--- config.mk ---
export PLATFORM = sky130hd
export DESIGN_NAME = mov_bus_arbiter
export DESIGN_NICKNAME = d
export VERILOG_FILES = /design/src/rtl/mov_bus_pkg.sv /design/src/rtl/mov_bus_arbiter_rr_pick16.sv /design/src/rtl/mov_bus_arbiter.sv
export SDC_FILE = /design/constraint.sdc
export NUM_CORES = 1
export LEC_CHECK = 0
export CORE_MARGIN = 3
export CORE_UTILIZATION = 40
export CTS_BUF_LIST = sky130_fd_sc_hd__clkbuf_2
export DETAILED_ROUTE_END_ITERATION = 8
export PLACE_DENSITY = 0.61
export SETUP_SLACK_MARGIN = 0.5
export SYNTH_ARGS = -nofsm -noshare
export SYNTH_HDL_FRONTEND = slang
export SYNTH_HIERARCHICAL = 1
export SYNTH_SLANG_ARGS = --single-unit
--- constraint.sdc ---
create_clock -name clk -period 5.87 [get_ports clk]
set_clock_uncertainty 0.1 [all_clocks]
set_input_delay 0.587 -clock clk [delete_from_list [all_inputs] [get_ports clk]]
set_output_delay 0.587 -clock clk [all_outputs]
set_load 0.03 [all_outputs]
--- src/rtl/mov_bus_pkg.sv ---
// rtl/mov_bus_pkg.sv - shared types and constants for the move bus arbiter
//
// Purpose: source count, select width, FSM state type and select type used by
//          mov_bus_arbiter and rr_pick16, plus a one-hot helper.
// Ports:   none (package).
package mov_bus_pkg;

  localparam int NUM_SRC = 16;
  localparam int SEL_W   = 4;

  typedef enum logic {
    IDLE = 1'b0,
    XFER = 1'b1
  } mov_state_t;

  typedef logic [SEL_W-1:0] mov_sel_t;

  function automatic logic [NUM_SRC-1:0] sel_onehot(input mov_sel_t s);
    return {{(NUM_SRC-1){1'b0}}, 1'b1} << s;
  endfunction

endpackage

--- src/rtl/mov_bus_arbiter_rr_pick16.sv ---
// rtl/mov_bus_arbiter_rr_pick16.sv - rotating-priority find-first over 16 requests
//
// Purpose: returns the first set request searching from ptr+1 upward, wrapping
//          through 15 to 0, so index ptr itself is checked last.
// Ports:   req   [15:0] in  request vector
//          ptr   [3:0]  in  index of the most recent winner
//          found        out at least one request set
//          idx   [3:0]  out winning index (ptr when nothing is found)
module rr_pick16
  import mov_bus_pkg::*;
(
  input  logic [NUM_SRC-1:0] req,
  input  mov_sel_t           ptr,
  output logic               found,
  output mov_sel_t           idx
);

  // Offsets 1..16; the 4-bit add wraps naturally, offset 16 lands on ptr.
  always_comb begin
    found = 1'b0;
    idx   = ptr;
    for (int k = 1; k <= NUM_SRC; k++) begin
      if (!found && req[ptr + SEL_W'(k)]) begin
        found = 1'b1;
        idx   = ptr + SEL_W'(k);
      end
    end
  end

endmodule

--- src/rtl/mov_bus_arbiter.sv ---
// rtl/mov_bus_arbiter.sv - round-robin arbiter and beat sequencer for the 16-source move bus
//
// Purpose: grants one of 16 requesters the move bus, drives the mux select,
//          runs the valid/ready beat handshake and caps bursts at MAX_BURST.
// Ports:   clk              in  system clock, rising edge
//          rst_n            in  asynchronous active-low reset
//          req       [15:0] in  per-source request level
//          last      [15:0] in  per-source final-beat flag
//          bus_ready        in  destination accepts current beat
//          sel       [3:0]  out registered mux select
//          grant     [15:0] out registered one-hot grant, zero when idle
//          bus_valid        out current beat valid
//          beat_done        out beat accepted this cycle
//          busy             out transfer in progress
module mov_bus_arbiter
  import mov_bus_pkg::*;
#(
  parameter int MAX_BURST = 4,
  parameter int CNT_W     = 4
) (
  input  logic               clk,
  input  logic               rst_n,
  input  logic [NUM_SRC-1:0] req,
  input  logic [NUM_SRC-1:0] last,
  input  logic               bus_ready,
  output mov_sel_t           sel,
  output logic [NUM_SRC-1:0] grant,
  output logic               bus_valid,
  output logic               beat_done,
  output logic               busy
);

  mov_state_t         state, state_nxt;
  mov_sel_t           rr_ptr;
  logic [CNT_W-1:0]   beat_cnt;
  logic [NUM_SRC-1:0] pick_req;
  logic               pick_found;
  mov_sel_t           pick_idx;
  logic               withdraw, end_last, end_cap, burst_end, load_grant;

  rr_pick16 u_pick (
    .req   (pick_req),
    .ptr   (rr_ptr),
    .found (pick_found),
    .idx   (pick_idx)
  );

  always_ff @(posedge clk or negedge rst_n) begin
    if (!rst_n) begin
      state <= IDLE;
    end else begin
      state <= state_nxt;
    end
  end

  always_comb begin
    withdraw  = (state == XFER) && !req[sel];
    end_last  = beat_done && last[sel];
    end_cap   = beat_done && (beat_cnt == CNT_W'(MAX_BURST - 1));
    burst_end = withdraw || end_last || end_cap;

    // A cap-cut source stays eligible; rr_ptr == sel already ranks it last.
    pick_req = req;
    if ((state == XFER) && (withdraw || end_last)) begin
      pick_req[sel] = 1'b0;
    end

    load_grant = pick_found && ((state == IDLE) || burst_end);

    state_nxt = state;
    case (state)
      IDLE:    if (pick_found) state_nxt = XFER;
      XFER:    if (burst_end && !pick_found) state_nxt = IDLE;
      default: state_nxt = IDLE;
    endcase
  end

  always_comb begin
    busy      = (state == XFER);
    bus_valid = busy && req[sel];
    beat_done = bus_valid && bus_ready;
  end

  always_ff @(posedge clk or negedge rst_n) begin
    if (!rst_n) begin
      sel      <= '0;
      grant    <= '0;
      rr_ptr   <= '1;
      beat_cnt <= '0;
    end else if (load_grant) begin
      sel      <= pick_idx;
      grant    <= sel_onehot(pick_idx);
      rr_ptr   <= pick_idx;
      beat_cnt <= '0;
    end else if ((state == XFER) && burst_end) begin
      // No one else is waiting: drop the grant but leave sel parked.
      grant    <= '0;
    end else if (beat_done) begin
      beat_cnt <= beat_cnt + CNT_W'(1);
    end
  end

endmodule

==> impl_metrics.ini, run 1 <==
[placed_design]
place_congestion = 0.920
hpwl_mm = 10.7
port_buffers = 57
place_area_um2 = 5300

[cts]
cts_hold_buf = 0
numCtsBuffers = 5
cts.reportedPaths.clkPinSlew_ns = 0.15
cts_max_level = 2
clk_root_buffer_cell = clkbuf_2
clock_sinks = 29
clk_latency_ns = 0.35
tritoncts = done
ctsLongestPathBuffers = 2

[critical_path]
crit_path_cell_trace = clkdlybuf4s50_1 > mux2_2 > o22ai_1 > o31a_1 > o21ai_2 > nand2_2 > o41a_1 > mux2_4 > mux4_2 > mux2_4 > or2_4 > nor4_4 > a2111oi_1 > o31a_1 > o211ai_2 > a21oi_2 > and4b_4 > a32o_1
cp.arrival_ns = 5.45
critPathLaunchType = primary input
r2r_slack_ns = 0.64
critPathRequiredTime_ns = 6.07
crit_fanout = 8
ff2ff_path_depth = 18
worst_setup_path_end_kind = register
r2r-start = sel[1]
cpMaxStageDelayCell = mux4_2
crit_path_max_incr_delay_ns = 0.58
timing.rr.end = grant[11]
worstSetupPathType = primary input to register

[route]
drcViolationCount = 0
viasPerCell = 6.37
wl_per_cell_um = 20.2
routed-via-count = 4645
first_pass_iters = 5
wirelength_mm = 14.7
ant_nets = 0
drt_iter0_markers = 489

[global_route]
overflow = 0
antenna_found_initial = 0
grtUsageTotal_pct = 22.3
grt_pass1_wl_mm = 23.3
grt_pass1_vias = 4349
grt_max_degree = 36

[synth]
synthCells = 493
synthTopCellsByArea = dfrtp_1 (14%), mux4_2 (13%), mux2i_1 (7.3%), mux2_2 (5.0%), nand2_1 (3.4%)
yosysTopAreaCell = dfrtp_1
synth_top_area_share_pct = 13.9
synth-seq-area-share_pct = 16.2
synth_edf_count = 0
synthArstFlopShare_pct = 100
syn-cell-area_um2 = 4500
ys_warn_count = 6
ys_ff_latch = 29
synth_area_per_cell_um2 = 9.13
ys_types = 86
synth_nets = 537
ys.flop_type = dfrtp_1

[timing]
finalCritPeriodShare_pct = 89.5
slew_violations = 0
tightestPinTransition_ns = 0.773
fmax_mhz = 190
min_period_ns = 5.25
slew_headroom_pct = 48.5
hold_slack_ns = 0.415
rsz0062_at_grt = yes
finalSetupViolations = 0
hold_viol = 0

[cells_and_area]
final_common_cell = buf_4
final_net_count = 632
syn_to_final_growth_pct = 29.9
drive_gt1_share_pct = 31.2
layout_common_cells = buf_4 (58), clkdlybuf4s50_1 (57), nand2_1 (39)
antenna_cells = 0
fin_area_um2 = 5850

[die]
fp.dieH_um = 112
die_w_um = 112
rows = 38
core_um2 = 10900
ioPinCount = 58
initial_core_util_pct = 41.2
dieArea_um2 = 12600

[min_path]
worstHoldPathType = register to register
worstHoldEndpoint = grant[14]
min_path_cells = 1
worstHoldStart = grant[14]

[outcome]
status = finished clean

[job]
maxCapViolations = 0
-- final cells by class --
cell class	instances	area, um^2
multi-input cells	417	3740
inverters	13	52.6
well taps	140	175
clock buffers	5	25.0
clock inverters	3	12.5
fillers	1019	5090
flip-flops and latches	29	734
repair buffers	122	1110
-- worst max-delay path, delay by kind of cell --
family / cells / cell delay, ns
AO/OA/AOI/OAI: 9 / 2.02
multiplexers: 4 / 1.34
AND/OR/NAND/NOR: 4 / 1.05
buffers and inverters: 1 / 0.45
-- worst max path at each step --
| stage | depth (start not counted) | start | slack (ns) | endpoint |
|---|---|---|---|---|
| after floorplan | 19 | sel[1] | 0.51 | grant[11] |
| after global placement | 19 | last[11] | 0.02 | grant[8] |
| after detailed placement | 18 | last[11] | -0.02 | grant[11] |
| after CTS | 19 | sel[1] | 0.52 | grant[11] |
| after global routing | 20 | sel[1] | 0.39 | grant[2] |
| final | 18 | last[15] | 0.62 | grant[11] |
-- cells in the mapped netlist (7+ instances only) --
cell type / n
mux2_2: 20
inv_1: 11
mux4_2: 26
o31a_1: 10
nand2_1: 41
nor2b_1: 8
dfrtp_1: 25
o21a_1: 11
clkbuf_1: 15
o22ai_1: 7
buf_2: 7
nor3_1: 10
mux2i_1: 33
nand3_1: 19
a21oi_1: 17
nand2b_1: 14
nand4_1: 7
o21ai_0: 16
a22o_1: 7
nor2_1: 24
ha_1: 9
o2bb2ai_1: 8
-- logic make-up (layout without fill, tap and decap cells) --
| group | count (synthesis) | in the layout | synth area share [%] |
|---|---|---|---|
| multiplexers | 85 | 85 | 27.5 |
| AND/OR/NAND/NOR | 173 | 173 | 22.2 |
| flip-flops | 29 | 29 | 16.2 |
| buffers and inverters | 47 | 143 | 5.61 |
| adder cells (fa/ha/maj) | 9 | 9 | 2.50 |
| XOR/XNOR | 14 | 14 | 3.06 |
| AO/OA/AOI/OAI | 136 | 136 | 22.9 |
-- routing by layer --
layer | up-vias | wire length (um) | GRT usage, %
li1 | 2129 | - | -
met1 | 2278 | 6230 | 31.3
met2 | 218 | 7290 | 37.3
met3 | 20 | 1010 | 2.80
met4 | 0 | 197 | 4.65
met5 | - | 0 | 0
-- timing repair --
item | 4_1_cts | 5_1_grt
setup endpoints to repair | 21 | 25
pin swaps | 5 | 24
setup buffers | 7 | 25
gates resized for setup | 9 | 47
-- registers in the layout, indices dropped and copies added, names as in the netlist --
register  cells
rr_ptr        4
beat_cnt      4
busy          1
sel           4
grant        16
-- per-stage QoR --
stage / std cells / worst slack (ns) / utilization [%] / TNS (ns)
2_1_floorplan: 493 / 0.512 / - / 0
3_3_place_gp: 689 / 0.0213 / 48.5 / 0
3_5_place_dp: 689 / -0.0152 / 48.5 / -0.0242
4_1_cts: 704 / 0.522 / 49.7 / 0
5_1_grt: 729 / 0.392 / 53.5 / 0
6_report: 729 / 0.617 / 53.5 / 0
Power of run 1 is not shown: default switching activity piles up to over one toggle a cycle in this logic, so the estimate is an artifact.
==> run 2: changes to the inputs <==
REMOVE_ABC_BUFFERS = 1   (was unset)
SYNTH_HIERARCHICAL = unset   (was 1)
==> run 2 against run 1 <==
Global-route usage increased by 3.0 points. Flip-flop and latch count unchanged. Setup slack improved by 0.18 ns. Clock-buffer cell count increased by 1. Register-to-register slack improved by 0.15 ns. Maximum frequency increased by 3.5%. Critical path depth decreased by 2. Die area increased by 4.6%. Core utilization decreased by 4.1 points. Via count increased by 16%. Critical path type is now register to register. Largest cell class unchanged. Highest routed layer unchanged.
==> impl_metrics.ini, run 2 <==
[critical_path]
ff2ff_path_depth = 16
worst_setup_path_end_kind = register
critPathLaunchType = register
r2r_slack_ns = 0.79
timing.rr.end = grant[5]
r2r-start = rr_ptr[1]
worstSetupPathType = register to register
crit_fanout = 16
cp.arrival_ns = 5.23
critPathRequiredTime_ns = 6.02

[min_path]
worstHoldPathType = register to register
worstHoldEndpoint = grant[1]
min_path_cells = 2
worstHoldStart = grant[1]

[die]
initial_core_util_pct = 41.2
ioPinCount = 58
fp.dieH_um = 115
die_w_um = 115
dieArea_um2 = 13100
core_um2 = 11500
rows = 39

[placed_design]
hpwl_mm = 12.5
place_congestion = 0.988
port_buffers = 57

[timing]
tightestPinTransition_ns = 0.705
setup-tns-final_ns = 0
fmax_mhz = 197
min_period_ns = 5.08
slew_violations = 0
rsz0062_at_grt = no
finalSetupViolations = 0
hold_viol = 0
slew_headroom_pct = 52.3
finalCritPeriodShare_pct = 86.5

[cts]
clk_root_buffer_cell = clkbuf_2
tritoncts = done
ctsLongestPathBuffers = 2
cts.reportedPaths.clkPinSlew_ns = 0.15
numCtsBuffers = 5
clk_latency_ns = 0.36
cts_max_level = 2
clock_sinks = 29

[global_route]
grt_pass1_wl_mm = 27.3
grtUsageTotal_pct = 25.3
antenna_found_initial = 0
grt_max_degree = 44
grt_pass1_vias = 5126
overflow = 0

[synth]
ys_ff_latch = 29
ys_warn_count = 0
synthTopCellsByArea = dfrtp_1 (13%), mux4_2 (6.2%), nand2_1 (5.3%), nor2_1 (4.9%), mux2i_1 (3.4%)
synthArstFlopShare_pct = 100
ys.flop_type = dfrtp_1
synth_top_cells_by_count = nand2_1 (67), nor2_1 (62), clkbuf_1 (31)
synth_edf_count = 0
synth_area_per_cell_um2 = 7.71
syn-cell-area_um2 = 4720
ys_types = 98
synth_most_common_cell = nand2_1
synth_top_area_share_pct = 13.3
synth-seq-area-share_pct = 15.5
yosysTopAreaCell = dfrtp_1
synthCells = 612

[route]
routed-via-count = 5383
ant_nets = 0
wl_per_cell_um = 21.1
wirelength_mm = 16.9
drcViolationCount = 0
first_pass_iters = 5
viasPerCell = 6.72
drt_iter0_markers = 551

[cells_and_area]
layout_common_cells = nand2_1 (67), nor2_1 (62), clkdlybuf4s50_1 (57)
drive_gt1_share_pct = 18.2
post-route-util_pct = 49.4
antenna_cells = 0
syn_to_final_growth_pct = 20.0
final_net_count = 700
final_common_cell = nand2_1
top_register = grant
largest_register_ffs = 16

[job]
maxCapViolations = 0

[outcome]
status = finished clean
==> run 2: changes by cell type after synthesis, sizes merged, moves of 9 or more <==
cell    previous run  this run
clkbuf            15        31
o41ai              0        19
o21ai             20        34
nand2             42        67
mux2              24         9
mux2i             35        16
a311oi             0         9
a31oi              4        14
nor2              25        62
mux4              26        13
==> run 2: worst max-delay path by stage <==
stage / depth (start not counted) / slack (ns) / to / start
final: 16 / 0.79 / grant[5] / rr_ptr[1]
after global routing: 16 / 0.52 / grant[15] / rr_ptr[1]
after CTS: 14 / 0.55 / grant[10] / sel[2]
after detailed placement: 14 / 0.11 / grant[10] / bus_ready
after global placement: 14 / 0.21 / grant[14] / bus_ready
after floorplan: 13 / 0.1 / grant[13] / rr_ptr[0]
==> run 2: critical path, cell delays in order (launching register included) <==
cell and delay [ns]:
dfstp_4 0.57, inv_1 0.22, buf_4 0.22, buf_4 0.20
nor2_1 0.11, a221oi_1 0.31, o221ai_1 0.18, a32o_1 0.37
a311oi_1 0.37, a21boi_4 0.35, nand4_2 0.19, or4_1 0.62
nor4bb_1 0.20, buf_4 0.15, xnor2_1 0.19, nand2_1 0.25
o41ai_1 0.35
==> run 2: kinds of logic (layout without fill, tap and decap cells) <==
group	Yosys count	after routing	share of synthesized area, %
flops	29	29	15.5
mux	38	38	11.7
compound gates	212	212	35.3
xor+xnor	18	18	3.34
buf+inv	65	111	5.86
simple gates	242	242	26.2
fa+ha+maj	8	8	2.12
==> run 2: cell type report <==
cell class	instances	area, um^2
Clock buffer	6	30.0
Clock inverter	2	10.0
Fill cell	1105	5800
Inverter	18	67.6
Multi-Input combinational cell	518	3850
Sequential cell	29	742
Tap cell	143	179
Timing Repair Buffer	85	788
==> run 2: per-stage QoR <==
step	setup WS (ns)	cell area (um^2)	hold slack, ns	std cells
floorplan	0.0958	4510	0.191	565
global placement	0.205	5450	0.365	790
detailed placement	0.107	5450	0.361	790
CTS	0.550	5520	0.403	800
global route	0.523	5660	0.443	801
finish	0.793	5660	0.400	801
==> run 2: metal layers <==
layer,track usage [%],share of wire [%],vias to the layer above
met5,0,0,-
met4,5.54,1.8,0
met3,3.33,9.9,31
met2,39.9,46,331
met1,36.8,42,2557
li1,-,-,2464
==> run 2: timing repair <==
item	in CTS	in global routing
hold buffers	0	0
endpoints found under the hold margin	0	0
pin swaps	1	0
gates resized for setup	5	25
setup endpoints to repair	20	23
gates cloned	0	0
buffers inserted	2	1
Power of run 2 is left out for the same reason.
==> run 3: changes to the inputs <==
GPL_ROUTABILITY_DRIVEN = 0   (was unset)
SLEW_MARGIN = 20   (was unset)
==> run 3 against run 2 <==
Register-to-register slack worse by 0.05 ns. First-iteration DRC count grew 11%. Wire length down 2.3%. Non-clock buffer count grew 4. Cell count rose by 0.50%. Critical path depth down 2.
==> impl_metrics.ini, run 3 (synthesis gave the netlist of run 2 again) <==
[outcome]
status = finished clean

[global_route]
antenna_found_initial = 0
grt_pass1_wl_mm = 26.7
overflow = 0
grt_pass1_vias = 4919
grtUsageTotal_pct = 24.8
grt_max_degree = 44

[cells_and_area]
fin_cells = 805
final_net_count = 704
layout_common_cells = nand2_1 (67), nor2_1 (62), clkdlybuf4s50_1 (57)
top_register = grant
syn_to_final_growth_pct = 19.9
antenna_cells = 0
largest_register_ffs = 16
drive_gt1_share_pct = 17.2
final_common_cell = nand2_1
fin_area_um2 = 5660

[cts]
clk_root_buffer_cell = clkbuf_2
cts_max_level = 2
clock_sinks = 29
clk_latency_ns = 0.37
numCtsBuffers = 5
cts.reportedPaths.clkPinSlew_ns = 0.17
ctsLongestPathBuffers = 2
tritoncts = done
cts_hold_buf = 0

[route]
wl_per_cell_um = 20.5
viasPerCell = 6.62
drcViolationCount = 0
wirelength_mm = 16.5
routed-via-count = 5333
first_pass_iters = 6
ant_nets = 0
drt_iter0_markers = 613

[die]
core_um2 = 11500
fp.dieH_um = 115
die_w_um = 115
dieArea_um2 = 13100
ioPinCount = 58
initial_core_util_pct = 41.2
rows = 39

[placed_design]
port_buffers = 57
dp_cells = 789
place_area_um2 = 5440
hpwl_mm = 12.3

[critical_path]
cp.arrival_ns = 5.30
crit_fanout = 19
worstSetupPathType = register to register
ff2ff_path_depth = 14
critPathLaunchType = register
worst_setup_path_end_kind = register
critPathRequiredTime_ns = 6.04

[timing]
fmax_mhz = 195
hold_viol = 0
finalCritPeriodShare_pct = 87.3
finalSetupViolations = 0
min_period_ns = 5.12
rsz0062_at_grt = no
tightestPinTransition_ns = 1.04
slew_violations = 0
slew_headroom_pct = 30.0
setup-tns-final_ns = 0

[job]
maxCapViolations = 0

[min_path]
min_path_cells = 2
worstHoldPathType = register to register
## run 3: cell types whose count changed in the layout (fill, tap and decap cells not counted), sizes merged
cell and delta:
buf +3, clkinvlp +1
## run 3: per-stage QoR
step	setup WS, ns	util [%]	hold WS (ns)
2_1_floorplan	0.0958	-	0.191
3_3_place_gp	0.356	47.5	0.364
3_5_place_dp	0.276	47.5	0.365
4_1_cts	0.542	47.8	0.404
5_1_grt	0.504	49.3	0.439
6_report	0.746	49.3	0.403
## run 3: worst max-delay path, stage by stage (launching register included)
cell       delay (ns)
dfrtp_4          0.63
buf_4            0.21
or3b_4           0.40
o31ai_4          0.45
inv_2            0.06
mux4_2           0.51
o221ai_1         0.20
o21ba_2          0.21
a2111oi_4        0.39
nand4_1          0.17
or4b_4           0.55
a2bb2oi_2        0.21
a32o_1           0.28
a31o_4           0.27
o41ai_1          0.38
## run 3: worst paths after layout
path | start | endpoint | slack, ns
setup / recovery | sel[1] | grant[7] | 0.75
hold / removal | grant[4] | grant[4] | 0.40
setup reg to reg | sel[1] | grant[7] | 0.75
hold reg to reg | grant[4] | grant[4] | 0.40
max in group asynchronous | rst_n | rr_ptr[0] | 4.89
min in group asynchronous | rst_n | grant[15] | 0.47
## run 3: cell type report
| class | count | area, um^2 |
|---|---|---|
| clock inverter | 3 | 17.5 |
| clock buffer | 5 | 25.0 |
| timing repair buffer | 89 | 821 |
| inverter | 18 | 67.6 |
| sequential | 29 | 738 |
| tap | 143 | 179 |
| fill | 1103 | 5810 |
| multi-input combinational | 518 | 3810 |
## run 3: per-layer routing
metal	GRT usage, %	vias to the layer above	share of wire [%]
met1	36.7	2570	45
li1	-	2472	-
met2	38.3	260	45
met4	5.78	0	2.0
met3	3.12	31	7.9
met5	0	-	0
## run 3: what timing repair did
item / in CTS / in global routing
pin swaps: 0 / 1
setup buffers: 0 / 8
gates resized for setup: 2 / 20
gates cloned: 0 / 0
setup endpoints to repair: 18 / 23
Power of run 3 is left out for the same reason.
